## config.mk

```make
export PLATFORM = sky130hd
export DESIGN_NAME = multicycle_ctrl
export DESIGN_NICKNAME = d
export VERILOG_FILES = /design/src/rtl/ctrl_pkg.sv /design/src/rtl/ext_op_decode.sv /design/src/rtl/multicycle_ctrl.sv
export SDC_FILE = /design/constraint.sdc
export NUM_CORES = 1
export LEC_CHECK = 0
export ABC_CLOCK_PERIOD_IN_PS = 2200
export CELL_PAD_IN_SITES_DETAIL_PLACEMENT = 2
export CELL_PAD_IN_SITES_GLOBAL_PLACEMENT = 2
export CORE_ASPECT_RATIO = 2
export CORE_MARGIN = 8
export CORE_UTILIZATION = 25
export CTS_BUF_LIST = sky130_fd_sc_hd__clkbuf_4
export DETAILED_ROUTE_END_ITERATION = 8
export GPL_ROUTABILITY_DRIVEN = 0
export GPL_TIMING_DRIVEN = 0
export PLACE_DENSITY = 0.8
export RECOVER_POWER = 25
export SYNTH_ARGS = -nofsm -noshare
export SYNTH_HDL_FRONTEND = slang
export SYNTH_HIERARCHICAL = 1
export SYNTH_SLANG_ARGS = --single-unit
export TNS_END_PERCENT = 30
```

## constraint.sdc

```tcl
create_clock -name clk_i -period 2.2 [get_ports clk_i]
set_input_delay 0.55 -clock clk_i [delete_from_list [all_inputs] [get_ports clk_i]]
set_output_delay 0.55 -clock clk_i [all_outputs]
set_load 0.05 [all_outputs]
```

## src/rtl/ctrl_pkg.sv

```systemverilog
// Shared encodings for the multi-cycle MIPS-subset control path and its ALU control.
package ctrl_pkg;

    localparam int unsigned OP_W    = 6;
    localparam int unsigned STATE_W = 4;

    // Supported opcodes (IR[31:26])
    localparam logic [OP_W-1:0] OP_R    = 6'h00;
    localparam logic [OP_W-1:0] OP_J    = 6'h02;
    localparam logic [OP_W-1:0] OP_BEQ  = 6'h04;
    localparam logic [OP_W-1:0] OP_BNE  = 6'h05;
    localparam logic [OP_W-1:0] OP_ADDI = 6'h08;
    localparam logic [OP_W-1:0] OP_SLTI = 6'h0A;
    localparam logic [OP_W-1:0] OP_ORI  = 6'h0D;
    localparam logic [OP_W-1:0] OP_LW   = 6'h23;
    localparam logic [OP_W-1:0] OP_SW   = 6'h2B;

    // Controller state codes, visible on state_o
    typedef enum logic [STATE_W-1:0] {
        S_FETCH    = 4'd0,
        S_DECODE   = 4'd1,
        S_MEM_ADDR = 4'd2,
        S_MEM_RD   = 4'd3,
        S_MEM_WB   = 4'd4,
        S_MEM_WR   = 4'd5,
        S_R_EXEC   = 4'd6,
        S_R_WB     = 4'd7,
        S_BRANCH   = 4'd8,
        S_JUMP     = 4'd9,
        S_I_EXEC   = 4'd10,
        S_I_WB     = 4'd11
    } state_e;

    // ALU operand B select
    localparam logic [1:0] SRCB_REG    = 2'b00;
    localparam logic [1:0] SRCB_FOUR   = 2'b01;
    localparam logic [1:0] SRCB_IMM    = 2'b10;
    localparam logic [1:0] SRCB_IMM_SH = 2'b11;

    // ALU operation class
    localparam logic [1:0] ALUOP_ADD   = 2'b00;
    localparam logic [1:0] ALUOP_SUB   = 2'b01;
    localparam logic [1:0] ALUOP_FUNCT = 2'b10;
    localparam logic [1:0] ALUOP_IMM   = 2'b11;

    // Next-PC select
    localparam logic [1:0] PCSRC_ALU    = 2'b00;
    localparam logic [1:0] PCSRC_ALUOUT = 2'b01;
    localparam logic [1:0] PCSRC_JUMP   = 2'b10;

    // True for every opcode the datapath can execute
    function automatic logic is_legal_op(input logic [OP_W-1:0] op);
        logic legal;
        case (op)
            OP_R, OP_J, OP_BEQ, OP_BNE, OP_ADDI,
            OP_SLTI, OP_ORI, OP_LW, OP_SW: legal = 1'b1;
            default:                       legal = 1'b0;
        endcase
        return legal;
    endfunction

endpackage

```

## src/rtl/ext_op_decode.sv

```systemverilog
// Immediate extender mode: ORI zero-extends, everything else sign-extends.
module ext_op_decode
    import ctrl_pkg::*;
(
    input  logic [OP_W-1:0] op_i,
    output logic            ext_op_o
);

    // Only the logical-immediate opcode needs zero extension
    always_comb begin
        ext_op_o = (op_i != OP_ORI);
    end

endmodule

```

## src/rtl/multicycle_ctrl.sv

```systemverilog
// Main control FSM of the multi-cycle MIPS-subset datapath.
module multicycle_ctrl
    import ctrl_pkg::*;
#(
    parameter int unsigned CNT_W = 32
) (
    input  logic               clk_i,
    input  logic               rst_i,
    input  logic [OP_W-1:0]    op_i,
    input  logic [5:0]         funct_i,
    input  logic               zero_i,
    input  logic               mem_ready_i,
    output logic               pc_write_o,
    output logic               ir_write_o,
    output logic               mem_read_o,
    output logic               mem_write_o,
    output logic               iord_o,
    output logic               reg_write_o,
    output logic               reg_dst_o,
    output logic               mem_to_reg_o,
    output logic               alu_src_a_o,
    output logic [1:0]         alu_src_b_o,
    output logic [1:0]         alu_op_o,
    output logic               ext_op_o,
    output logic [1:0]         pc_src_o,
    output logic               illegal_o,
    output logic               instr_done_o,
    output logic [CNT_W-1:0]   instr_cnt_o,
    output logic [STATE_W-1:0] state_o
);

    state_e             state_q;
    state_e             state_d;
    logic [CNT_W-1:0]   cnt_q;
    logic [CNT_W-1:0]   cnt_d;
    logic               ext_op_c;

    // funct only matters to the ALU control block downstream
    logic               unused_funct;
    assign unused_funct = ^funct_i;

    ext_op_decode u_ext_op_decode (
        .op_i     (op_i),
        .ext_op_o (ext_op_c)
    );

    // State and retire-counter registers with synchronous reset
    always_ff @(posedge clk_i) begin
        if (rst_i) begin
            state_q <= S_FETCH;
            cnt_q   <= '0;
        end else begin
            state_q <= state_d;
            cnt_q   <= cnt_d;
        end
    end

    // Next-state sequencing, including memory-ready stalls
    always_comb begin
        state_d = S_FETCH;
        case (state_q)
            S_FETCH:    state_d = mem_ready_i ? S_DECODE : S_FETCH;
            S_DECODE: begin
                case (op_i)
                    OP_LW, OP_SW:           state_d = S_MEM_ADDR;
                    OP_R:                   state_d = S_R_EXEC;
                    OP_BEQ, OP_BNE:         state_d = S_BRANCH;
                    OP_J:                   state_d = S_JUMP;
                    OP_ADDI, OP_SLTI, OP_ORI: state_d = S_I_EXEC;
                    default:                state_d = S_FETCH;
                endcase
            end
            S_MEM_ADDR: begin
                if (op_i == OP_LW) begin
                    state_d = S_MEM_RD;
                end else if (op_i == OP_SW) begin
                    state_d = S_MEM_WR;
                end else begin
                    state_d = S_FETCH;
                end
            end
            S_MEM_RD:   state_d = mem_ready_i ? S_MEM_WB : S_MEM_RD;
            S_MEM_WB:   state_d = S_FETCH;
            S_MEM_WR:   state_d = mem_ready_i ? S_FETCH : S_MEM_WR;
            S_R_EXEC:   state_d = S_R_WB;
            S_R_WB:     state_d = S_FETCH;
            S_BRANCH:   state_d = S_FETCH;
            S_JUMP:     state_d = S_FETCH;
            S_I_EXEC:   state_d = S_I_WB;
            S_I_WB:     state_d = S_FETCH;
            default:    state_d = S_FETCH;
        endcase
    end

    // Datapath controls decoded from the current state; forced low during reset
    always_comb begin
        pc_write_o   = 1'b0;
        ir_write_o   = 1'b0;
        mem_read_o   = 1'b0;
        mem_write_o  = 1'b0;
        iord_o       = 1'b0;
        reg_write_o  = 1'b0;
        reg_dst_o    = 1'b0;
        mem_to_reg_o = 1'b0;
        alu_src_a_o  = 1'b0;
        alu_src_b_o  = SRCB_REG;
        alu_op_o     = ALUOP_ADD;
        ext_op_o     = 1'b0;
        pc_src_o     = PCSRC_ALU;
        illegal_o    = 1'b0;
        instr_done_o = 1'b0;
        state_o      = '0;
        if (!rst_i) begin
            state_o = STATE_W'(state_q);
            case (state_q)
                S_FETCH: begin
                    mem_read_o  = 1'b1;
                    alu_src_b_o = SRCB_FOUR;
                    ir_write_o  = mem_ready_i;
                    pc_write_o  = mem_ready_i;
                end
                S_DECODE: begin
                    alu_src_b_o = SRCB_IMM_SH;
                    ext_op_o    = ext_op_c;
                    illegal_o   = !is_legal_op(op_i);
                end
                S_MEM_ADDR: begin
                    alu_src_a_o = 1'b1;
                    alu_src_b_o = SRCB_IMM;
                    ext_op_o    = 1'b1;
                end
                S_MEM_RD: begin
                    mem_read_o = 1'b1;
                    iord_o     = 1'b1;
                end
                S_MEM_WB: begin
                    reg_write_o  = 1'b1;
                    mem_to_reg_o = 1'b1;
                    instr_done_o = 1'b1;
                end
                S_MEM_WR: begin
                    mem_write_o  = 1'b1;
                    iord_o       = 1'b1;
                    instr_done_o = mem_ready_i;
                end
                S_R_EXEC: begin
                    alu_src_a_o = 1'b1;
                    alu_op_o    = ALUOP_FUNCT;
                end
                S_R_WB: begin
                    reg_write_o  = 1'b1;
                    reg_dst_o    = 1'b1;
                    instr_done_o = 1'b1;
                end
                S_BRANCH: begin
                    alu_src_a_o  = 1'b1;
                    alu_op_o     = ALUOP_SUB;
                    pc_src_o     = PCSRC_ALUOUT;
                    pc_write_o   = ((op_i == OP_BEQ) && zero_i) ||
                                   ((op_i == OP_BNE) && !zero_i);
                    instr_done_o = 1'b1;
                end
                S_JUMP: begin
                    pc_write_o   = 1'b1;
                    pc_src_o     = PCSRC_JUMP;
                    instr_done_o = 1'b1;
                end
                S_I_EXEC: begin
                    alu_src_a_o = 1'b1;
                    alu_src_b_o = SRCB_IMM;
                    ext_op_o    = ext_op_c;
                    alu_op_o    = (op_i == OP_ADDI) ? ALUOP_ADD : ALUOP_IMM;
                end
                S_I_WB: begin
                    reg_write_o  = 1'b1;
                    instr_done_o = 1'b1;
                end
                default: begin
                    state_o = '0;
                end
            endcase
        end
    end

    // Retire counter advances on every done cycle and wraps naturally
    always_comb begin
        cnt_d = cnt_q;
        if (instr_done_o) begin
            cnt_d = cnt_q + CNT_W'(1);
        end
        instr_cnt_o = rst_i ? '0 : cnt_q;
    end

endmodule

```

Yosys cells after proc, flatten, opt, wreduce, memory -nomap -nowiden. Index checks and enable logic that the tools add are counted.

Bits of input ports: 16. Logic and storage cells: 86. Register bits: 36. Output and inout port bits: 54.

Equality and inequality tests: 20. Mux-type cells: 44. Reductions and logical operators: 19. Add/sub/neg operators: 1.

Operators by type and width (count): $add 32x1->32 const B (1); $mux 32 (1); $pmux 4 s7 (1); $mux 1 (25); $pmux 4 s5 (1); $eq 6x4->1 const B (3); $eq 4x3->1 const B (4); $eq 4x4->1 const B (4); $eq 6x3->1 const B (2); $eq 6x6->1 const B (2); $mux 3 (4); $pmux 2 s3 (2); $reduce_or 12->1 (1); $reduce_or 2->1 (6); $reduce_or 9->1 (1); $eq 4x2->1 const B (2); $mux 2 (4); $mux 4 (2); $eq 6x2->1 const B (1); $logic_not 6->1 (1); $ne 6x4->1 const B (1); $reduce_or 3->1 (2); $reduce_or 5->1 (1); $eq 4x1->1 const B (1); other kinds (8) (11).

Logic depth before layout (Yosys ltp). Gate-level depths: netlist (run 1).

Depth after elaboration: 8. Depth in mapped cells: 7.

By module. Netlist (run 1), hierarchy kept.

By module, submodules not included: multicycle_ctrl (cells an instance 328, sequential area each 720.7 µm², times used 1, area an instance 2497.4 µm²); ext_op_decode (cells an instance 2, sequential area each 0.0 µm², times used 1, area an instance 20.0 µm²).

Least setup slack after synthesis (run 1). Ideal clock, no wire load.

Path type: input to output. From: input op_i[1]. To: output illegal_o. Buffers on the path: 1. Path slack: -1106 ps. Data required time: 1650 ps. Data arrival time: 2756 ps. Stages: 6. Cells stage by stage: clkbuf_1 -> or3b_2 -> o22ai_1 -> a21oi_1 -> nor2_1 -> nor4_1.

Longest elaborated chain between the ends: 8.

Ends and longest elaborated chain: from (decl) (line multicycle_ctrl.sv:9) `input logic [OP_W-1:0] op_i,`; $eq 6x6->1, or another cell as far along (line ctrl_pkg.sv:54) `case (op)`; $reduce_or 9->1 * (line ctrl_pkg.sv:54); $mux 1 * (line ctrl_pkg.sv:54); $mux 1 * (line multicycle_ctrl.sv:115) `case (state_q)`; $mux 1 * (line multicycle_ctrl.sv:113) `if (!rst_i) begin`; $logic_not 1->1 * (line multicycle_ctrl.sv:125) `illegal_o = !is_legal_op(op_i);`; $mux 1 * (line multicycle_ctrl.sv:115); $mux 1 * (line multicycle_ctrl.sv:113); to (decl) (line multicycle_ctrl.sv:26) `output logic illegal_o,`.

Mark *: on every way between the ends. The rest lies on a longest branch, timed or not. The select of a mux whose other input is x is not followed.

Worst setup path in the final report (run 1).
From: input op_i[2]. To: output illegal_o.

Same word-level chain as after synthesis.

==> results of run 1 <==
## worst max path at each step
stage                      startpoint        endpoint  slack [ps]  cells past startpoint
after CTS                  state_q[3]       illegal_o        -160                      4
after global routing          op_i[1]       illegal_o        -200                      9
after detailed placement  mem_ready_i    instr_done_o       -1490                      6
after floorplan                 rst_i  alu_src_b_o[1]        -380                      3
after global placement    mem_ready_i    instr_done_o       -1520                      6
final                         op_i[2]       illegal_o        -160                      8
## per-layer routing
metal	up-vias	track usage, %	wire length [µm]
li1	1368	-	-
met3	22	2.860	514
met4	0	6.038	318
met1	1437	19.73	5065
met5	-	0	0
met2	85	29.22	6237
## final cells by class
cell class	count	area, µm²
plain buffers	21	237.7
clock buffers	5	37.54
clock inverters	3	37.54
fillers	1127	5901
inverters	8	32.53
multi-input cells	260	1986
flip-flops and latches	36	739.5
well taps	135	168.9
repair buffers	103	814.5
## layout by cell type (no fill, tap or decap), types with 7 or more instances in the layout
| master | n |
|---|---|
| sky130_fd_sc_hd__buf_4 | 42 |
| sky130_fd_sc_hd__nor2_1 | 34 |
| sky130_fd_sc_hd__nor2b_1 | 30 |
| sky130_fd_sc_hd__buf_2 | 29 |
| sky130_fd_sc_hd__dfxtp_1 | 29 |
| sky130_fd_sc_hd__nand2_1 | 19 |
| sky130_fd_sc_hd__buf_6 | 18 |
| sky130_fd_sc_hd__xnor2_1 | 17 |
| sky130_fd_sc_hd__a21oi_1 | 13 |
| sky130_fd_sc_hd__nand3_1 | 11 |
| sky130_fd_sc_hd__nor4_1 | 11 |
| sky130_fd_sc_hd__nand4_1 | 8 |
| sky130_fd_sc_hd__inv_1 | 7 |
| sky130_fd_sc_hd__nor3_1 | 7 |
| sky130_fd_sc_hd__xor2_1 | 7 |
| sky130_fd_sc_hd__clkbuf_4 | 7 |
## kinds of logic after synthesis
| logic type | share of synthesized area, % |
|---|---|
| flops | 28.63 |
| simple gates | 45.48 |
| compound gates | 8.947 |
| fa+ha+maj | 0.4969 |
| buf+inv | 5.914 |
| mux | 2.187 |
| xor+xnor | 8.350 |
## state kept, by name, indices dropped and copies added, names as in the netlist
| signal | cells |
|---|---|
| cnt_q | 32 |
| state_q | 4 |
## timing repair
item                       CTS  global route
hold buffers                 0             0
resized for setup          364            75
pin swaps                   13            14
buffers inserted            20            20
setup endpoints to repair   82            36
## critical path, cell delays in order
cell                      delay [ps]
sky130_fd_sc_hd__buf_8           100
sky130_fd_sc_hd__buf_8           110
sky130_fd_sc_hd__or3b_4          230
sky130_fd_sc_hd__o22ai_4          60
sky130_fd_sc_hd__a21oi_2         190
sky130_fd_sc_hd__nor2_2           80
sky130_fd_sc_hd__nor4_4          290
sky130_fd_sc_hd__buf_6           200
## per-stage QoR
stage / utilization (%) / instances / cell area [µm²] / power (mW) / setup slack [ps]
6_report: 40.72 / 571 / 4054 / 1.411 / -164.6
3_3_place_gp: 34.11 / 528 / 3396 / 0.8530 / -1518
2_1_floorplan: - / 330 / 2596 / 0.7845 / -380.8
5_1_grt: 40.72 / 571 / 4054 / 1.465 / -195.9
3_5_place_dp: 34.11 / 528 / 3396 / 0.8566 / -1489
4_1_cts: 37.93 / 554 / 3776 / 1.391 / -156.4
## report_power, final
group / leakage, nW / switching (mW) / internal (mW)
Sequential: 0.295 / 0.00583 / 0.650
Clock: 0.0403 / 0.253 / 0.232
Combinational: 1.21 / 0.161 / 0.110
Total: 1.55 / 0.420 / 0.992
==> impl_metrics.csv, run 1 <==
group,metric,value,unit
timing,rsz0062_at_grt,"true",
final_layout,final_layout_size_suffix_gt1_share,42.43,%
die,die_width,86.96,µm
hold_path,min_to,"cnt_q[27]",
die,start_util,25.29,%
final_layout,syn2layout_area_growth,61.03,%
status,outcome,"complete, but fails checks",
power_and_ir_drop,ir_drop_worst_vdd,0.0002291,V
die,rows,52,
critical_path,r2r-end,"cnt_q[31]",
placement,io_buffer_count,63,
run,max_cap_viol_count,0,
power_and_ir_drop,power_density,348.2,mW/mm²
die,core,0.009955,mm²
route,drt_iter0_drc,105,
logic_synthesis,postSynthRegisterBits,36,
final_layout,antenna_cells_inserted,0,
logic_synthesis,asyncSetResetFlopFracSynth,0,%
logic_synthesis,synth_top_cells_by_count,"sky130_fd_sc_hd__nor2_1 (39), sky130_fd_sc_hd__dfxtp_1 (36), sky130_fd_sc_hd__nor2b_1 (34)",
timing,setup_viol,5,
critical_path,criticalPathCategory,"input pin to primary output",
timing,totalNegativeSetupSlack,-268.6,ps
die,die_h,157.9,µm
die,floorplan.io_pins,70,
clocking,cts.reportedPaths.clkPinSlew,120,ps
timing,max_freq,0.4229,GHz
route,drt.antenna.violating_nets,0,
timing,clock_skew,11.01,ps
hold_path,holdCritStartpoint,"cnt_q[27]",
logic_synthesis,synth_area,0.002517,mm²
logic_synthesis,synth.yosys.seq_area_share,28.63,%
timing,slew_headroom,63.22,%
critical_path,worst_ep_arrival_time,1810,ps
critical_path,required_worst_endpoint,1650,ps
timing,worst_slack,-164.6,ps
power_and_ir_drop,leakagePower,1.546,nW
global_routing,grt_pass1_vias,3252,
logic_synthesis,synth_largest_area_cell,"sky130_fd_sc_hd__dfxtp_1",
logic_synthesis,leading_cell_type_by_number_of_instances_after_synthesis,"sky130_fd_sc_hd__nor2_1",
route,route.detailed.wl_per_inst,21.25,µm
clocking,htree_num_levels,2,
global_routing,grt_first_pass_wirelength,17970,µm
timing,final-hold-violation-count,0,
logic_synthesis,synth.yosys.warnings,6,
logic_synthesis,synth_flop_cell,"sky130_fd_sc_hd__dfxtp_1",
clocking,cts_sinks,36,
placement,post_detail_place_hpwl,7180,µm
route,dr_total_vias,2912,
critical_path,r2r.worst_path.cells,7,
timing,finalCriticalPeriod,2365,ps
global_routing,grt_start_max_net_pins,12,
logic_synthesis,synthesis.instances,330,
clocking,cts_tree,"done",
route,number_of_design_rule_violations_left_after_detail_routing,0,
clocking,cts_buffer_depth,2,
route,avgViaCountPerCell,5.100,
logic_synthesis,ys_types,46,
logic_synthesis,post_synth_main_area_contributors,"sky130_fd_sc_hd__dfxtp_1 (29%), sky130_fd_sc_hd__nor2b_1 (8.4%), sky130_fd_sc_hd__xnor2_1 (5.9%), sky130_fd_sc_hd__nor2_1 (5.8%), sky130_fd_sc_hd__nor4_1 (4.2%)",
hold_path,timing.hold.worst.class,"register to register",
critical_path,worstSetupEndpointType,"primary output",
timing,hold_ws,532.5,ps
clocking,clk_root_buffer_cell,"sky130_fd_sc_hd__clkbuf_4",
critical_path,largest_fanout_on_the_critical_path,2,
logic_synthesis,syn_area_per_cell,7.629,µm²
logic_synthesis,synthesis.nets,347,
route,detailed_routing_iteration_count_for_the_pre_antenna_repair_pass,4,
status,violations,"negative setup slack",
global_routing,antenna_found_initial,0,
timing,slew_viol_final,0,
timing,worst_slew_pin_slew,551.8,ps
clocking,clk_latency,360,ps
critical_path,critical_path.reg2reg.startpoint,"state_q[1]",
route,routed_wirelength,12140,µm
final_layout,nets,452,
timing,period_share,107.5,%
logic_synthesis,synth_enable_flop_cells,0,
hold_path,worst_hold_path.num_cells,1,
clocking,cts_made_buffers,5,
critical_path,startpoint_type_of_the_worst_setup_path,"input pin",
global_routing,grt_overflow_total,0,
critical_path,r2r_slack,-60,ps
logic_synthesis,area_share_of_the_largest_cell_type_after_synthesis,28.63,%
global_routing,globalRouteTotalUtil,16.75,%
die,design.die.area,0.01373,mm²
Note: power is estimated with default switching activity, not from simulation.
==> run 2: changes to the inputs <==
--- a/config.mk
+++ b/config.mk
@@ -17,6 +17,7 @@
 export GPL_TIMING_DRIVEN = 0
 export PLACE_DENSITY = 0.8
 export RECOVER_POWER = 25
+export REMOVE_ABC_BUFFERS = 1
 export SYNTH_ARGS = -nofsm -noshare
 export SYNTH_HDL_FRONTEND = slang
 export SYNTH_HIERARCHICAL = 1
==> run 2 against run 1 <==
The run still ends with negative setup slack left. Global-route usage shrank 3.4 points. Clock-buffer cell count is the same. Utilization shrank 3.1 points. Critical path depth shrank 1. Critical endpoint is now instr_done_o. Highest routed layer unchanged.
==> impl_metrics.csv, run 2 (synthesis results as in run 1) <==
group,metric,value,unit
timing,finalCriticalPeriod,2278,ps
timing,rsz0062_at_grt,"true",
clocking,clk_root_buffer_cell,"sky130_fd_sc_hd__clkbuf_4",
timing,slew_headroom,60.59,%
global_routing,grt_overflow_total,0,
power_and_ir_drop,total_switching_power,0.3787,mW
route,number_of_design_rule_violations_left_after_detail_routing,0,
die,start_util,25.29,%
global_routing,globalRouteTotalUtil,13.40,%
critical_path,r2r.worst_path.cells,8,
timing,totalNegativeSetupSlack,-293.9,ps
power_and_ir_drop,clkPwrFrac,35.4,%
final_layout,layout.cell_area.non_filler,0.003744,mm²
timing,setup_viol,7,
placement,placed_cell_area,0.003213,mm²
global_routing,grt_start_max_net_pins,47,
die,design.die.area,0.01373,mm²
clocking,htree_num_levels,2,
final_layout,final_cell_mix,"sky130_fd_sc_hd__nor2_1 (38), sky130_fd_sc_hd__buf_4 (36), sky130_fd_sc_hd__nor2b_1 (32), sky130_fd_sc_hd__dfxtp_1 (32), sky130_fd_sc_hd__nand2_1 (20)",
critical_path,cpLargestDelayFamily,"buffers and inverters",
die,floorplan.io_pins,70,
route,avgViaCountPerCell,4.953,
route,detailed_routing_iteration_count_for_the_pre_antenna_repair_pass,3,
final_layout,largest_register_ffs,32,
timing,worst_slew_pin_slew,589.8,ps
power_and_ir_drop,internal_power,0.9691,mW
clocking,cts_buffer_depth,2,
hold_path,holdCritStartpoint,"op_i[4]",
critical_path,critical_path.reg2reg.startpoint,"state_q[3]",
global_routing,grt_first_pass_wirelength,14750,µm
placement,post_detail_place_hpwl,5856,µm
global_routing,grt_pass1_vias,2871,
clocking,cts_tree,"done",
critical_path,critical_path.max_stage_delay,410,ps
die,die_width,86.96,µm
final_layout,syn2layout_area_growth,48.71,%
timing,clock_skew,14.12,ps
global_routing,antenna_found_initial,0,
final_layout,finished_layout_cells,550,
critical_path,criticalPathCategory,"register to primary output",
timing,hold_ws,479.2,ps
placement,dpl.cell_count,503,
hold_path,worst_hold_path.num_cells,3,
final_layout,antenna_cells_inserted,0,
power_and_ir_drop,power_density,360.0,mW/mm²
power_and_ir_drop,sequentialPowerShare,48.5,%
final_layout,final_layout_size_suffix_gt1_share,33.98,%
critical_path,path_buf_inv,4,
timing,max_freq,0.4391,GHz
clocking,cts_sinks,36,
critical_path,largest_fanout_on_the_critical_path,6,
timing,period_share,103.5,%
run,max_cap_viol_count,0,
placement,io_buffer_count,63,
final_layout,fillerInstances,1143,
final_layout,final_core_utilization,37.61,%
status,violations,"negative setup slack",
timing,slew_viol_final,0,
power_and_ir_drop,share_comb_of_total_power,16.1,%
final_layout,layout.cells.most_common,"sky130_fd_sc_hd__nor2_1",
final_layout,nets,431,
power_and_ir_drop,leakagePower,1.439,nW
final_layout,largest_regs,"cnt_q (32), state_q (4)",
timing,final-hold-violation-count,0,
timing,worst_slack,-77.63,ps
route,drt.antenna.violating_nets,0,
clocking,clk_latency,360,ps
die,die_h,157.9,µm
critical_path,r2r-end,"cnt_q[21]",
power_and_ir_drop,totalPowerFinal,1.348,mW
critical_path,crit_chain,"buf_6 -> nor2_4 -> buf_4 -> buf_4 -> nand4bb_4 -> nor2_4 -> buf_8",
power_and_ir_drop,netSwitchingFraction,28.10,%
status,outcome,"complete, but fails checks",
critical_path,startpoint_type_of_the_worst_setup_path,"register",
placement,post-place-ws,-2058,ps
critical_path,crit_path_top_delay_cell,"sky130_fd_sc_hd__dfxtp_4",
final_layout,registers.top_by_ff_count,"cnt_q",
route,drt_iter0_drc,78,
power_and_ir_drop,ir_drop_worst_vdd,0.0003220,V
critical_path,r2r_slack,110,ps
route,routed_wirelength,9533,µm
hold_path,timing.hold.worst.class,"input pin to register",
critical_path,worst_ep_arrival_time,1730,ps
critical_path,worstSetupEndpointType,"primary output",
route,dr_total_vias,2724,
hold_path,min_to,"state_q[1]",
clocking,cts.reportedPaths.clkPinSlew,110,ps
die,core,0.009955,mm²
clocking,cts_made_buffers,5,
die,rows,52,
critical_path,required_worst_endpoint,1650,ps
route,route.detailed.wl_per_inst,17.33,µm
run 2: cell count changes in the layout (fill, tap and decap cells not counted), sizes merged:
cell,before,now
buf,98,69
nand4bb,1,2
clkdlybuf4s15,6,3
dlygate4sd2,5,14
clkdlybuf4s18,2,0
clkbuf,17,20
run 2: how the worst max path moves through the flow:
| stage | slack, ps | start | to | cells past startpoint |
|---|---|---|---|---|
| global placement | -2790 | rst_i | reg_dst_o | 5 |
| detailed placement | -2060 | mem_ready_i | instr_done_o | 5 |
| finish | -80 | state_q[3] | instr_done_o | 7 |
| global route | -170 | state_q[3] | instr_done_o | 7 |
| CTS | -120 | state_q[1] | illegal_o | 4 |
| floorplan | -960 | state_q[1] | ext_op_o | 3 |
run 2: power groups by stage:
stage               sequential [mW]  combinational [mW]  clock [mW]
detailed placement            0.676               0.155           0
CTS                           0.654               0.188       0.507
floorplan                     0.673              0.0738           0
global placement              0.676               0.151           0
finish                        0.654               0.216       0.478
global route                  0.654               0.231       0.525
run 2: layout make-up:
class | instances | area [µm²] | share of cell area [%]
tap | 135 | 168.9 | 4.512
inverter | 8 | 30.03 | 0.8021
sequential | 36 | 735.7 | 19.65
multi-input combinational | 261 | 1871 | 49.97
timing repair buffer | 102 | 863.3 | 23.06
clock buffer | 5 | 37.54 | 1.003
clock inverter | 3 | 37.54 | 1.003
run 2: worst register-to-register path, stage by stage, from the launching register on:
cell	delay (ps)
sky130_fd_sc_hd__dfxtp_4	410
sky130_fd_sc_hd__buf_6	110
sky130_fd_sc_hd__nor2_4	30
sky130_fd_sc_hd__buf_4	140
sky130_fd_sc_hd__buf_4	130
sky130_fd_sc_hd__nand4bb_4	240
sky130_fd_sc_hd__buf_4	210
sky130_fd_sc_hd__nor4_1	350
sky130_fd_sc_hd__mux2_2	370
run 2: timing repair:
item,in CTS,in global routing
setup buffers,22,16
hold buffers,0,0
gates cloned,1,0
resized for setup,234,91
setup endpoints to repair,86,43
pin swaps,11,13
run 2: metal layers:
metal	vias up	part of all wire (%)	GRT usage (%)
met4	0	1.6	3.474
met1	1334	42	15.25
li1	1326	-	-
met5	-	0	0
met3	11	4.0	2.392
met2	53	52	24.53
